**src/rtl/contador_pkg.sv**
```systemverilog
// contador_pkg: mode encodings and default sizing shared by the counter files
package contador_pkg;
    typedef enum logic [1:0] {
        MODE_UP   = 2'b00,
        MODE_DOWN = 2'b01,
        MODE_STEP = 2'b10,
        MODE_LOAD = 2'b11
    } mode_t;
    localparam int DEF_WIDTH = 32;
    localparam longint unsigned DEF_STEP = 3;
endpackage

```
**src/rtl/contador_param_if.sv**
```systemverilog
// contador_param_if: control inputs and registered outputs of the counter
interface contador_param_if
    import contador_pkg::*;
#(
    parameter int WIDTH = DEF_WIDTH
);
    logic             enable;
    mode_t            mode;
    logic [WIDTH-1:0] D;
    logic [WIDTH-1:0] Q = '0;
    logic             rco = 1'b0;
    logic             load = 1'b0;
    modport master (output enable, mode, D, input Q, rco, load);
    modport slave  (input enable, mode, D, output Q, rco, load);
endinterface

```
**src/rtl/contador_step_unit.sv**
```systemverilog
// contador_step_unit: next count and overflow/underflow flag for one enabled step
module contador_step_unit
    import contador_pkg::*;
#(
    parameter int              WIDTH    = DEF_WIDTH,
    parameter longint unsigned STEP     = DEF_STEP,
    parameter bit              SATURATE = 1'b0
) (
    input  logic [WIDTH-1:0] q,
    input  mode_t            mode,
    input  logic [WIDTH-1:0] d,
    output logic [WIDTH-1:0] nxt,
    output logic             flag
);
    localparam logic [WIDTH:0] STEP_V = (WIDTH+1)'(STEP);
    logic [WIDTH:0]   up;
    logic [WIDTH-1:0] wrap;
    always_comb begin
        up   = {1'b0, q} + (mode == MODE_STEP ? STEP_V : (WIDTH+1)'(1));
        wrap = mode == MODE_LOAD ? d : mode == MODE_DOWN ? q - 1'b1 : up[WIDTH-1:0];
        flag = mode == MODE_LOAD ? 1'b0 : mode == MODE_DOWN ? (q == '0) : up[WIDTH];
        // clamp to the bound in the direction of travel
        nxt  = (SATURATE && flag) ? (mode == MODE_DOWN ? '0 : '1) : wrap;
    end
endmodule

```
**src/rtl/contador_param.sv**
```systemverilog
// contador_param: registered up/down/step/load counter with wrap or clamp policy
module contador_param
    import contador_pkg::*;
#(
    parameter int              WIDTH    = DEF_WIDTH,
    parameter longint unsigned STEP     = DEF_STEP,
    parameter bit              SATURATE = 1'b0
) (
    input logic             clk,
    input logic             reset,
    contador_param_if.slave bus
);
    logic [WIDTH-1:0] nxt;
    logic             flag;
    contador_step_unit #(.WIDTH(WIDTH), .STEP(STEP), .SATURATE(SATURATE)) u_step (
        .q(bus.Q), .mode(bus.mode), .d(bus.D), .nxt(nxt), .flag(flag)
    );
    always_ff @(posedge clk) begin
        if (reset) begin
            bus.Q    <= '0;
            bus.rco  <= 1'b0;
            bus.load <= 1'b0;
        end else if (!bus.enable) begin
            bus.rco  <= 1'b0;
            bus.load <= 1'b0;
        end else begin
            bus.Q    <= nxt;
            bus.rco  <= flag;
            bus.load <= bus.mode == MODE_LOAD;
        end
    end
endmodule

```
**src/flat_wrapper.sv**
```systemverilog
// flat-port wrapper written by rule: the top's interface ports become plain ports
module contador_param_flat import contador_pkg::*;
#(
    parameter int              WIDTH    = DEF_WIDTH,
    parameter longint unsigned STEP     = DEF_STEP,
    parameter bit              SATURATE = 1'b0
)
  (clk, reset, bus_enable, bus_mode, bus_D, bus_Q, bus_rco, bus_load);
  contador_param_if #(.WIDTH(WIDTH)) bus_i ();
  input logic clk;
  input logic reset;
  input wire logic [$bits(bus_i.enable)-1:0] bus_enable;
  input wire logic [$bits(bus_i.mode)-1:0] bus_mode;
  input wire logic [$bits(bus_i.D)-1:0] bus_D;
  output wire logic [$bits(bus_i.Q)-1:0] bus_Q;
  output wire logic [$bits(bus_i.rco)-1:0] bus_rco;
  output wire logic [$bits(bus_i.load)-1:0] bus_load;
  assign bus_i.enable = bus_enable;
  assign bus_i.mode = bus_mode;
  assign bus_i.D = bus_D;
  assign bus_Q = bus_i.Q;
  assign bus_rco = bus_i.rco;
  assign bus_load = bus_i.load;
  contador_param #(.WIDTH(WIDTH), .STEP(STEP), .SATURATE(SATURATE)) u_core (.clk(clk), .reset(reset), .bus(bus_i));
endmodule
```
**config.mk**
```make
export PLATFORM = sky130hd
export DESIGN_NAME = contador_param_flat
export DESIGN_NICKNAME = d
export VERILOG_FILES = /design/src/rtl/contador_pkg.sv /design/src/rtl/contador_param_if.sv /design/src/rtl/contador_step_unit.sv /design/src/rtl/contador_param.sv /design/src/flat_wrapper.sv
export SDC_FILE = /design/constraint.sdc
export NUM_CORES = 1
export LEC_CHECK = 0
export BUFFER_PORTS_ARGS = -buffer_cell sky130_fd_sc_hd__buf_2
export CORE_MARGIN = 1.5
export CORE_UTILIZATION = 49
export CTS_CLUSTER_DIAMETER = 80
export DETAILED_ROUTE_END_ITERATION = 6
export GPL_TIMING_DRIVEN = 0
export MAX_ROUTING_LAYER = met4
export PLACE_DENSITY = 0.77
export SETUP_SLACK_MARGIN = 0.05
export SYNTH_ARGS = -nofsm -noshare
export SYNTH_HDL_FRONTEND = slang
export SYNTH_SLANG_ARGS = --single-unit
```
**constraint.sdc**
```tcl
create_clock -name clk -period 3.6 [get_ports clk]
set_clock_uncertainty 0.1 [all_clocks]
set_input_delay 1.08 -clock clk [delete_from_list [all_inputs] [get_ports clk]]
set_output_delay 1.08 -clock clk [all_outputs]
set_load 0.005 [all_outputs]
```
==> results of run 1 <==
-- kinds of logic after synthesis --
family,share of synthesized area
compound gates,0.2814
fa+ha+maj,0.01585
buf+inv,0.07530
flops,0.2395
mux,0.02510
simple gates,0.3628
-- area by class of cell --
class	count	area [um2]	share of cell area
clock buffer	8	110.1	0.03220
buffer	43	176.4	0.05159
sequential	34	680.7	0.1990
inverter	10	37.54	0.01098
multi-input combinational	319	1964	0.5745
tap	72	90.09	0.02634
timing repair buffer	71	360.3	0.1054
-- power breakdown --
group          internal (uW)  switching (uW)  leakage [uW]
Sequential               401            29.6      0.000278
Clock                    194             164     0.0000575
Combinational            146             232      0.000998
-- sequential cells by signal (all words and copies together), names as in the netlist --
| signal | cells |
|---|---|
| u_core.bus.Q | 32 |
| u_core.bus.load | 1 |
| u_core.bus.rco | 1 |
-- layer usage --
layer | wire (um) | GRT usage | up-vias | share of wire
li1 | - | - | 1703 | -
met1 | 4869 | 0.4983 | 1796 | 0.42
met2 | 5273 | 0.6060 | 243 | 0.45
met3 | 1255 | 0.09080 | 21 | 0.11
met4 | 212 | 0.1246 | 0 | 0.018
met5 | 0 | - | - | 0
-- what timing repair did --
action | in CTS | in global routing
hold endpoints to repair | 0 | 0
endpoints found under the setup margin | 3 | 5
cloned | 0 | 0
resized for setup | 1 | 3
buffers inserted | 1 | 1
-- cells in the mapped netlist, types with 2 or more instances --
master | number | area [um2]
buf_6 | 2 | 22.52
a21oi_1 | 21 | 105.1
nand4b_1 | 4 | 35.03
or3_1 | 6 | 37.54
a21o_1 | 3 | 22.52
o31ai_1 | 4 | 30.03
a22o_1 | 7 | 61.31
nor3_1 | 12 | 60.06
and3_1 | 18 | 112.6
o211ai_1 | 4 | 30.03
or4_1 | 7 | 52.55
o2bb2ai_1 | 2 | 17.52
a32o_1 | 2 | 20.02
or2_2 | 3 | 18.77
dfxtp_1 | 34 | 680.7
o2111ai_1 | 2 | 17.52
and4_1 | 2 | 17.52
inv_1 | 10 | 37.54
o21ai_0 | 18 | 90.09
clkbuf_1 | 40 | 150.1
nor2b_1 | 5 | 31.28
o221ai_1 | 2 | 17.52
nand3_1 | 21 | 105.1
nor4_1 | 11 | 68.82
o32a_1 | 3 | 30.03
nand4_1 | 18 | 112.6
nand2b_1 | 5 | 31.28
a22oi_1 | 15 | 112.6
nor2_1 | 43 | 161.4
mux2i_1 | 6 | 60.06
and2_1 | 3 | 18.77
or4_4 | 2 | 22.52
ha_1 | 2 | 25.02
a31oi_1 | 12 | 75.07
nand2_1 | 31 | 116.4
o32ai_1 | 4 | 35.03
o22ai_1 | 9 | 56.30
-- per-stage QoR --
step	setup WS [ps]	cells	hold slack [ps]	utilization	power, uW
detailed placement	-336.4	547	458.2	0.5915	802.9
global placement	-302.6	547	450.6	0.5915	794.4
global route	69.80	557	504.9	0.6172	1213
finish	162.6	557	481.4	0.6172	1166
CTS	86.48	556	470.2	0.6136	1152
floorplan	114.7	406	433.2	-	670.7
-- worst min-delay path by stage --
stage                     from              end  slack [ps]  depth (start not counted)
2_1_floorplan  u_core.bus.Q[0]  u_core.bus.Q[0]         430                          2
3_3_place_gp   u_core.bus.Q[6]  u_core.bus.Q[6]         450                          2
3_5_place_dp   u_core.bus.Q[0]  u_core.bus.Q[0]         460                          2
4_1_cts        u_core.bus.Q[0]  u_core.bus.Q[0]         470                          2
5_1_grt        u_core.bus.Q[0]  u_core.bus.Q[0]         500                          2
6_report       u_core.bus.Q[0]  u_core.bus.Q[0]         480                          2
-- worst max-delay path: cells and delay by family --
kind	cells	cell delay, ps
simple gates	4	1540
compound gates	2	410
fa+ha+maj	1	390
buf+inv	1	140
==> reports/results.tsv, run 1 <==
stage	metric	value	unit
routing	wirelength	11610	um
synthesis	synthArstFlopShare	0	
cells_and_area	diodes	0	
cells_and_area	drive_above_1_share	0.1938	
critical_path	startpoint_type	primary input	
sta	finalCritPeriodShare	0.9548	
synthesis	netlist_area	0.002841	mm2
critical_path	end_kind	flip-flop	
synthesis	ys.flop_type	dfxtp_1	
clock_network	cts_root_buf	clkbuf_8	
sta	rsz0062_at_grt	false	
critical_path	crit_chain	buf_2 > nand2b_1 > fa_2 > nand4b_1 > or4_4 > o32a_4 > or4_1 > a31oi_1	
synthesis	synth_edf_count	0	
routing	drc	0	
synthesis	synth_cell_types	50	
placement	port_buffers	69	
synthesis	ys_ff_latch	34	
clock_network	numCtsBuffers	5	
synthesis	synth.avg_cell_area	6.999	um2
critical_path	reg2reg_from	u_core.bus.Q[11]	
synthesis	syn_inst	406	
global_routing	antenna_found_initial	0	
floorplanning	io-pin-count	71	
routing	wire_per_inst	20.84	um
critical_path	slowest_delay	600	ps
clock_network	cts_tree	done	
placement	place_area	0.003277	mm2
sta	max_freq	290.9	MHz
floorplanning	initial_core_util	0.5129	
critical_path	rr_endpoint	u_core.bus.Q[29]	
synthesis	yosysWarnings	0	
clock_network	cts_hold_buf	0	
routing	drt-initial-drc-count	350	
cells_and_area	final_common_cell	buf_2	
power_and_ir_drop	p_leak	0.001333	uW
routing	via_count	3763	
clock_network	clock_path_buffers	2	
cells_and_area	area_growth	20.34	%
sta	final.setup.tns	0	ps
clock_network	cts.sinks	34	
power_and_ir_drop	ir_drop	0.1768	mV
critical_path	worstPathMaxFanout	7	
critical_path	ff2ff_path_depth	8	
cells_and_area	layout_common_cells	buf_2, nor2_1, clkbuf_1	
global_routing	grt_pass1_vias	3381	
floorplanning	die_x	79.15	um
synthesis	syn-num-nets	446	
global_routing	overflow	0	
routing	first_pass_iters	5	
floorplanning	coreArea	0.005540	mm2
clock_network	insertion_delay	300	ps
placement	globalplace.congestion	1.011	
global_routing	grtUsageTotal	0.3892	
floorplanning	die_h	79.15	um
global_routing	grt_pass1_wl	18020	um
cells_and_area	finish.instance_area	0.003420	mm2
sta	min_period	3437	ps
outcome	outcome	complete, no violations	
synthesis	ys_seq_area_frac	0.2395	
cells_and_area	nFillCells	554	
critical_path	critPathLaunch	bus_mode[0]	
sta	tightest_slew	847.2	ps
placement	dpl.hpwl	8578	um
sta	hold_violations	0	
sta	slew_headroom	0.4272	
floorplanning	fp.dieArea	0.006265	mm2
routing	ant_nets	0	
critical_path	setup.worst_path.class	primary input to flip-flop	
critical_path	setup.worst_path.end	u_core.bus.Q[26]	
floorplanning	rows	27	
critical_path	cp.required	3730	ps
run	max_cap_viol_count	0	
global_routing	grt_max_degree	11	
clock_network	htree_levels	2	
critical_path	slowest_stage	or4_4	
worst_hold_path	hold_class	flip-flop to flip-flop	
critical_path	critPathArrivalTime	3570	ps
sta	drv_slew	0	
sta	finalSetupViolations	0	
clock_network	clk_pin_slew	80	ps
routing	vias_per_cell	6.756	
power_and_ir_drop	cellPowerDensity	340.9	mW/mm2
cells_and_area	final_nets	524	
critical_path	reg2reg_slack	540	ps
(Power assumes the default switching activity.)
==> run 2: changes to the inputs <==
--- a/config.mk
+++ b/config.mk
@@ -12,7 +12,7 @@
 export DETAILED_ROUTE_END_ITERATION = 6
 export GPL_TIMING_DRIVEN = 0
 export MAX_ROUTING_LAYER = met4
-export PLACE_DENSITY = 0.77
+export PLACE_DENSITY = 0.84
 export SETUP_SLACK_MARGIN = 0.05
 export SYNTH_ARGS = -nofsm -noshare
 export SYNTH_HDL_FRONTEND = slang
==> reports/results.tsv, run 2 (synthesized netlist as in run 1, its figures left out) <==
stage	metric	value	unit	change
outcome	outcome	complete, no violations		
placement	dpl.hpwl	8549	um	-0.33%
floorplanning	fp.dieArea	0.006265	mm2	unchanged
floorplanning	die_h	79.15	um	unchanged
sta	finalSetupViolations	0		unchanged
cells_and_area	final_nets	525		+0.19%
global_routing	grt_max_degree	11		unchanged
routing	vias_per_cell	6.697		-0.87%
routing	wire_per_inst	20.91	um	+0.30%
power_and_ir_drop	p_leak	0.001328	uW	-0.40%
critical_path	startpoint_type	primary input		
sta	max_freq	287.9	MHz	-1.0%
routing	drt-initial-drc-count	494		+41%
clock_network	clk_pin_slew	80	ps	about the same
global_routing	antenna_found_initial	0		unchanged
placement	port_buffers	69		unchanged
cells_and_area	reg.largest.list	u_core.bus.Q: 32 flops, u_core.bus.load: 1 flops, u_core.bus.rco: 1 flops		
clock_network	clock_path_buffers	2		unchanged
routing	drc	0		unchanged
clock_network	htree_levels	2		unchanged
routing	ant_nets	0		unchanged
clock_network	numCtsBuffers	5		unchanged
sta	tightest_slew	753.2	ps	-93.96 ps
clock_network	cts_root_buf	clkbuf_8		
cells_and_area	regMostFlops	u_core.bus.Q		
sta	hold_violations	0		unchanged
clock_network	cts_hold_buf	0		unchanged
routing	via_count	3737		-0.69%
clock_network	cts_tree	done		
sta	min_period	3473	ps	+36.01 ps
clock_network	insertion_delay	300	ps	about the same
power_and_ir_drop	internal_power	702.8	uW	-5.2%
worst_hold_path	hold_class	flip-flop to flip-flop		
global_routing	grtUsageTotal	0.3782		-0.01097
power_and_ir_drop	combPwrFrac	0.341		+0.017
placement	globalplace.congestion	1.024		+1.3%
sta	drv_slew	0		unchanged
floorplanning	coreArea	0.005540	mm2	unchanged
critical_path	cp.required	3730	ps	about the same
floorplanning	die_x	79.15	um	unchanged
routing	wirelength	11670	um	+0.48%
clock_network	cts.sinks	34		unchanged
floorplanning	io-pin-count	71		unchanged
critical_path	end_kind	flip-flop		
power_and_ir_drop	seqPwrFrac	0.384		+0.015
cells_and_area	seq_area	680.7	um2	unchanged
cells_and_area	diodes	0		unchanged
cells_and_area	drive_above_1_share	0.1893		-0.004514
critical_path	worstPathMaxFanout	7		unchanged
floorplanning	rows	27		unchanged
global_routing	grt_pass1_vias	3285		-2.8%
cells_and_area	final_common_cell	buf_2		
power_and_ir_drop	switching_power	418.5	uW	-1.5%
power_and_ir_drop	clkPwrFrac	0.275		-0.031
cells_and_area	largest_register_ffs	32		unchanged
critical_path	setup.worst_path.class	primary input to flip-flop		
global_routing	overflow	0		unchanged
cells_and_area	layout_common_cells	buf_2, nor2_1, clkbuf_1		
global_routing	grt_pass1_wl	17420	um	-3.3%
cells_and_area	area_growth	19.55	%	
cells_and_area	nFillCells	533		-3.8%
sta	finalCritPeriodShare	0.9648		+0.01000
routing	first_pass_iters	5		unchanged
sta	rsz0062_at_grt	false		
run	max_cap_viol_count	0		unchanged
floorplanning	initial_core_util	0.5129		unchanged
power_and_ir_drop	ir_drop	0.1729	mV	-2.2%
power_and_ir_drop	cellPowerDensity	330.1	mW/mm2	-3.2%
sta	holdWs	467.3	ps	-14.06 ps
power_and_ir_drop	switching_share	0.3732		+0.008879
sta	slew_headroom	0.4908		+0.06352
power_and_ir_drop	total_power	1121	uW	-3.8%
cells_and_area	multi_input_area	0.001953	mm2	-0.57%
critical_path	critPathArrivalTime	3600	ps	+30 ps
-- run 2: path summary, 6_finish.rpt --
check / startpoint / end / slack (ps) / depth (start not counted)
max: bus_mode[0] / u_core.bus.Q[20] / 130 / 8
min: u_core.bus.Q[31] / u_core.bus.Q[31] / 470 / 2
max reg2reg: u_core.bus.Q[11] / u_core.bus.Q[29] / 520 / 8
min reg2reg: u_core.bus.Q[31] / u_core.bus.Q[31] / 470 / 2
-- run 2: worst max-delay path, stage by stage --
cell and delay (ps):
buf_2 150, nand2b_1 210, fa_2 410, nand4b_1 280, nor4_1 620, nand4_1 220
a2111o_1 450, a31oi_1 160
-- run 2: cell type report --
cell class | count | area share
Multi-Input combinational cell | 319 | 0.5750
Sequential cell | 34 | 0.2004
Timing Repair Buffer | 72 | 0.1083
Buffer | 43 | 0.05193
Tap cell | 72 | 0.02652
Clock buffer | 7 | 0.02541
Inverter | 10 | 0.01105
Clock inverter | 1 | 0.001473
-- run 2: layer usage --
| layer | vias to the layer above | part of all wire | GRT usage |
|---|---|---|---|
| met5 | - | 0 | - |
| met1 | 1713 | 0.41 | 0.5070 |
| li1 | 1702 | - | - |
| met4 | 0 | 0.038 | 0.1684 |
| met2 | 278 | 0.43 | 0.5436 |
| met3 | 44 | 0.12 | 0.08046 |
-- run 2: metrics by stage --
stage,TNS [ps],instances,util,setup WS [ps],cell area [um2]
after floorplan,0,406,-,114.7,2841
after global placement,-1256,547,0.5915,-351.5,3277
after detailed placement,-1367,547,0.5915,-340.6,3277
after CTS,0,557,0.6113,73.19,3387
after global routing,0,558,0.6131,33.32,3397
final,0,558,0.6131,126.6,3397
-- run 2: what timing repair did --
action	CTS	global route
endpoints found under the hold margin	0	0
pin swaps	0	1
endpoints found under the setup margin	3	4
gates resized for setup	1	1
buffers inserted	2	1
-- run 2: power groups by stage --
stage	clock [uW]	sequential, uW	combinational, uW
final	308	431	382
after global routing	326	434	410
after CTS	314	429	365
after detailed placement	0	438	364
after global placement	0	436	359
after floorplan	0	434	236
==> run 3: changes to the inputs <==
--- a/config.mk
+++ b/config.mk
@@ -7,12 +7,12 @@
 export LEC_CHECK = 0
 export BUFFER_PORTS_ARGS = -buffer_cell sky130_fd_sc_hd__buf_2
 export CORE_MARGIN = 1.5
-export CORE_UTILIZATION = 49
+export CORE_UTILIZATION = 35
 export CTS_CLUSTER_DIAMETER = 80
 export DETAILED_ROUTE_END_ITERATION = 6
 export GPL_TIMING_DRIVEN = 0
 export MAX_ROUTING_LAYER = met4
-export PLACE_DENSITY = 0.84
+export PLACE_DENSITY = 0.66
 export SETUP_SLACK_MARGIN = 0.05
 export SYNTH_ARGS = -nofsm -noshare
 export SYNTH_HDL_FRONTEND = slang
==> reports/results.tsv, run 3 (synthesized netlist as in run 1, its figures left out) <==
stage	metric	value	unit	change
global_routing	grt_max_degree	11		unchanged
power_and_ir_drop	cellPowerDensity	323.4	mW/mm2	-2.0%
sta	holdWs	478.3	ps	+10.99 ps
clock_network	cts.sinks	34		unchanged
critical_path	startpoint_type	primary input		
sta	drv_slew	0		unchanged
global_routing	grt_pass1_vias	3359		+2.3%
clock_network	clock_path_buffers	2		unchanged
cells_and_area	largest_register_ffs	32		unchanged
sta	rsz0062_at_grt	false		
sta	slew_headroom	0.4597		-0.03102
sta	finalCritPeriodShare	0.9606		-0.004263
worst_hold_path	hold_class	flip-flop to flip-flop		
critical_path	critPathArrivalTime	3580	ps	-20 ps
floorplanning	die_h	93.10	um	+18%
clock_network	cts_root_buf	clkbuf_8		
cells_and_area	regMostFlops	u_core.bus.Q		
cells_and_area	final_common_cell	buf_2		
placement	place_inst	577		+5.5%
sta	min_period	3458	ps	-15.35 ps
placement	globalplace.congestion	0.9934		-3.0%
routing	wire_per_inst	20.52	um	-1.8%
placement	dp_slack	-317.4	ps	+23.16 ps
global_routing	overflow	0		unchanged
cells_and_area	drive_above_1_share	0.1846		-0.004653
sta	tightest_slew	803.0	ps	+49.73 ps
clock_network	cts_tree	done		
global_routing	antenna_found_initial	0		unchanged
clock_network	clk_pin_slew	70	ps	about the same
critical_path	reg2reg_slack	490	ps	-30 ps
critical_path	rr_endpoint	u_core.bus.Q[29]		
floorplanning	die_x	93.10	um	+18%
routing	drt-initial-drc-count	300		-39%
routing	drc	0		unchanged
critical_path	worstPathMaxFanout	10		+3
sta	fin_ws	141.9	ps	+15.35 ps
sta	finalSetupViolations	0		unchanged
worst_hold_path	whs_path_depth	2		unchanged
clock_network	cts_hold_buf	0		unchanged
outcome	outcome	complete, no violations		
cells_and_area	area_growth	20.04	%	
routing	wirelength	11990	um	+2.7%
critical_path	cp.required	3720	ps	about the same
cells_and_area	instances_no_fill	584		+4.7%
critical_path	setup.worst_path.class	primary input to flip-flop		
cells_and_area	final_nets	523		-0.38%
routing	ant_nets	0		unchanged
clock_network	htree_levels	2		unchanged
critical_path	setup.worst_path.end	u_core.bus.Q[11]		
cells_and_area	diodes	0		unchanged
floorplanning	fp.dieArea	0.008668	mm2	+38%
sta	hold_violations	0		unchanged
routing	first_pass_iters	4		-1
cells_and_area	reg.largest.list	u_core.bus.Q: 32 flops, u_core.bus.load: 1 flops, u_core.bus.rco: 1 flops		
global_routing	grtUsageTotal	0.2893		-0.08893
floorplanning	coreArea	0.007807	mm2	+41%
routing	via_count	3619		-3.2%
critical_path	reg2reg_from	u_core.bus.Q[11]		
critical_path	end_kind	flip-flop		
placement	dpl.hpwl	9049	um	+5.8%
clock_network	numCtsBuffers	5		unchanged
routing	vias_per_cell	6.197		-7.5%
floorplanning	initial_core_util	0.3639		-0.1489
critical_path	critPathLaunch	bus_mode[0]		
clock_network	insertion_delay	290	ps	about the same
global_routing	grt_pass1_wl	18640	um	+7.1%
cells_and_area	layout_common_cells	buf_2, nor2_1, clkbuf_1		
placement	port_buffers	69		unchanged
critical_path	ff2ff_path_depth	8		unchanged
sta	max_freq	289.2	MHz	+0.44%
floorplanning	rows	32		+19%
power_and_ir_drop	ir_drop	0.1546	mV	-11%
power_and_ir_drop	total_power	1103	uW	-1.6%
floorplanning	io-pin-count	71		unchanged
sta	final.setup.tns	0	ps	unchanged
power_and_ir_drop	p_leak	0.001315	uW	-1.0%
run	max_cap_viol_count	0		unchanged
## run 3: changes by cell type in the layout (fill, tap and decap cells not counted), sizes merged
cell	previous run	this run
buf	75	73
clkbuf	47	46
clkinv	1	0
## run 3: worst min path at each step
| stage | slack (ps) | start | to |
|---|---|---|---|
| 3_5_place_dp | 470 | u_core.bus.Q[0] | u_core.bus.Q[0] |
| 2_1_floorplan | 430 | u_core.bus.Q[0] | u_core.bus.Q[0] |
| 3_3_place_gp | 450 | u_core.bus.Q[0] | u_core.bus.Q[0] |
| 4_1_cts | 480 | u_core.bus.Q[0] | u_core.bus.Q[0] |
| 5_1_grt | 540 | u_core.bus.Q[0] | u_core.bus.Q[0] |
| 6_report | 480 | u_core.bus.Q[31] | u_core.bus.Q[31] |
## run 3: area by class of cell
class,count,area (um2)
fill,848,4397
multi-input combinational,319,1953
buffer,43,176.4
sequential,34,680.7
tap,102,127.6
inverter,10,37.54
clock buffer,6,82.58
timing repair buffer,70,352.8
## run 3: metrics by stage
step                      instance area [um2]    util
after detailed placement                 3314  0.4245
after global placement                   3314  0.4245
final                                    3411  0.4369
after global routing                     3411  0.4369
after floorplan                          2841       -
after CTS                                3405  0.4361
## run 3: report_power, final
| group | internal (uW) | switching (uW) | total (uW) |
|---|---|---|---|
| combinational | 146 | 228 | 374 |
| sequential | 401 | 29.1 | 430 |
| clock | 148 | 151 | 299 |
## run 3: timing repair
item / CTS / global route
pin swaps: 0 / 2
gates resized for setup: 0 / 2
endpoints found under the setup margin: 3 / 6
setup buffers: 1 / 0
endpoints found under the hold margin: 0 / 0
## run 3: worst max-delay path: stages
cell and delay [ps]:
buf_2 160, nor2b_1 620, clkbuf_1 510, o2bb2ai_1 230
nand2_1 170, or4b_2 630, a31oi_1 170
## run 3: per-layer routing
| metal | track usage | vias up | share of wire |
|---|---|---|---|
| met1 | 0.3818 | 1703 | 0.44 |
| met5 | - | - | 0 |
| met4 | 0.07955 | 0 | 0.021 |
| li1 | - | 1698 | - |
| met2 | 0.4562 | 199 | 0.46 |
| met3 | 0.04959 | 19 | 0.076 |
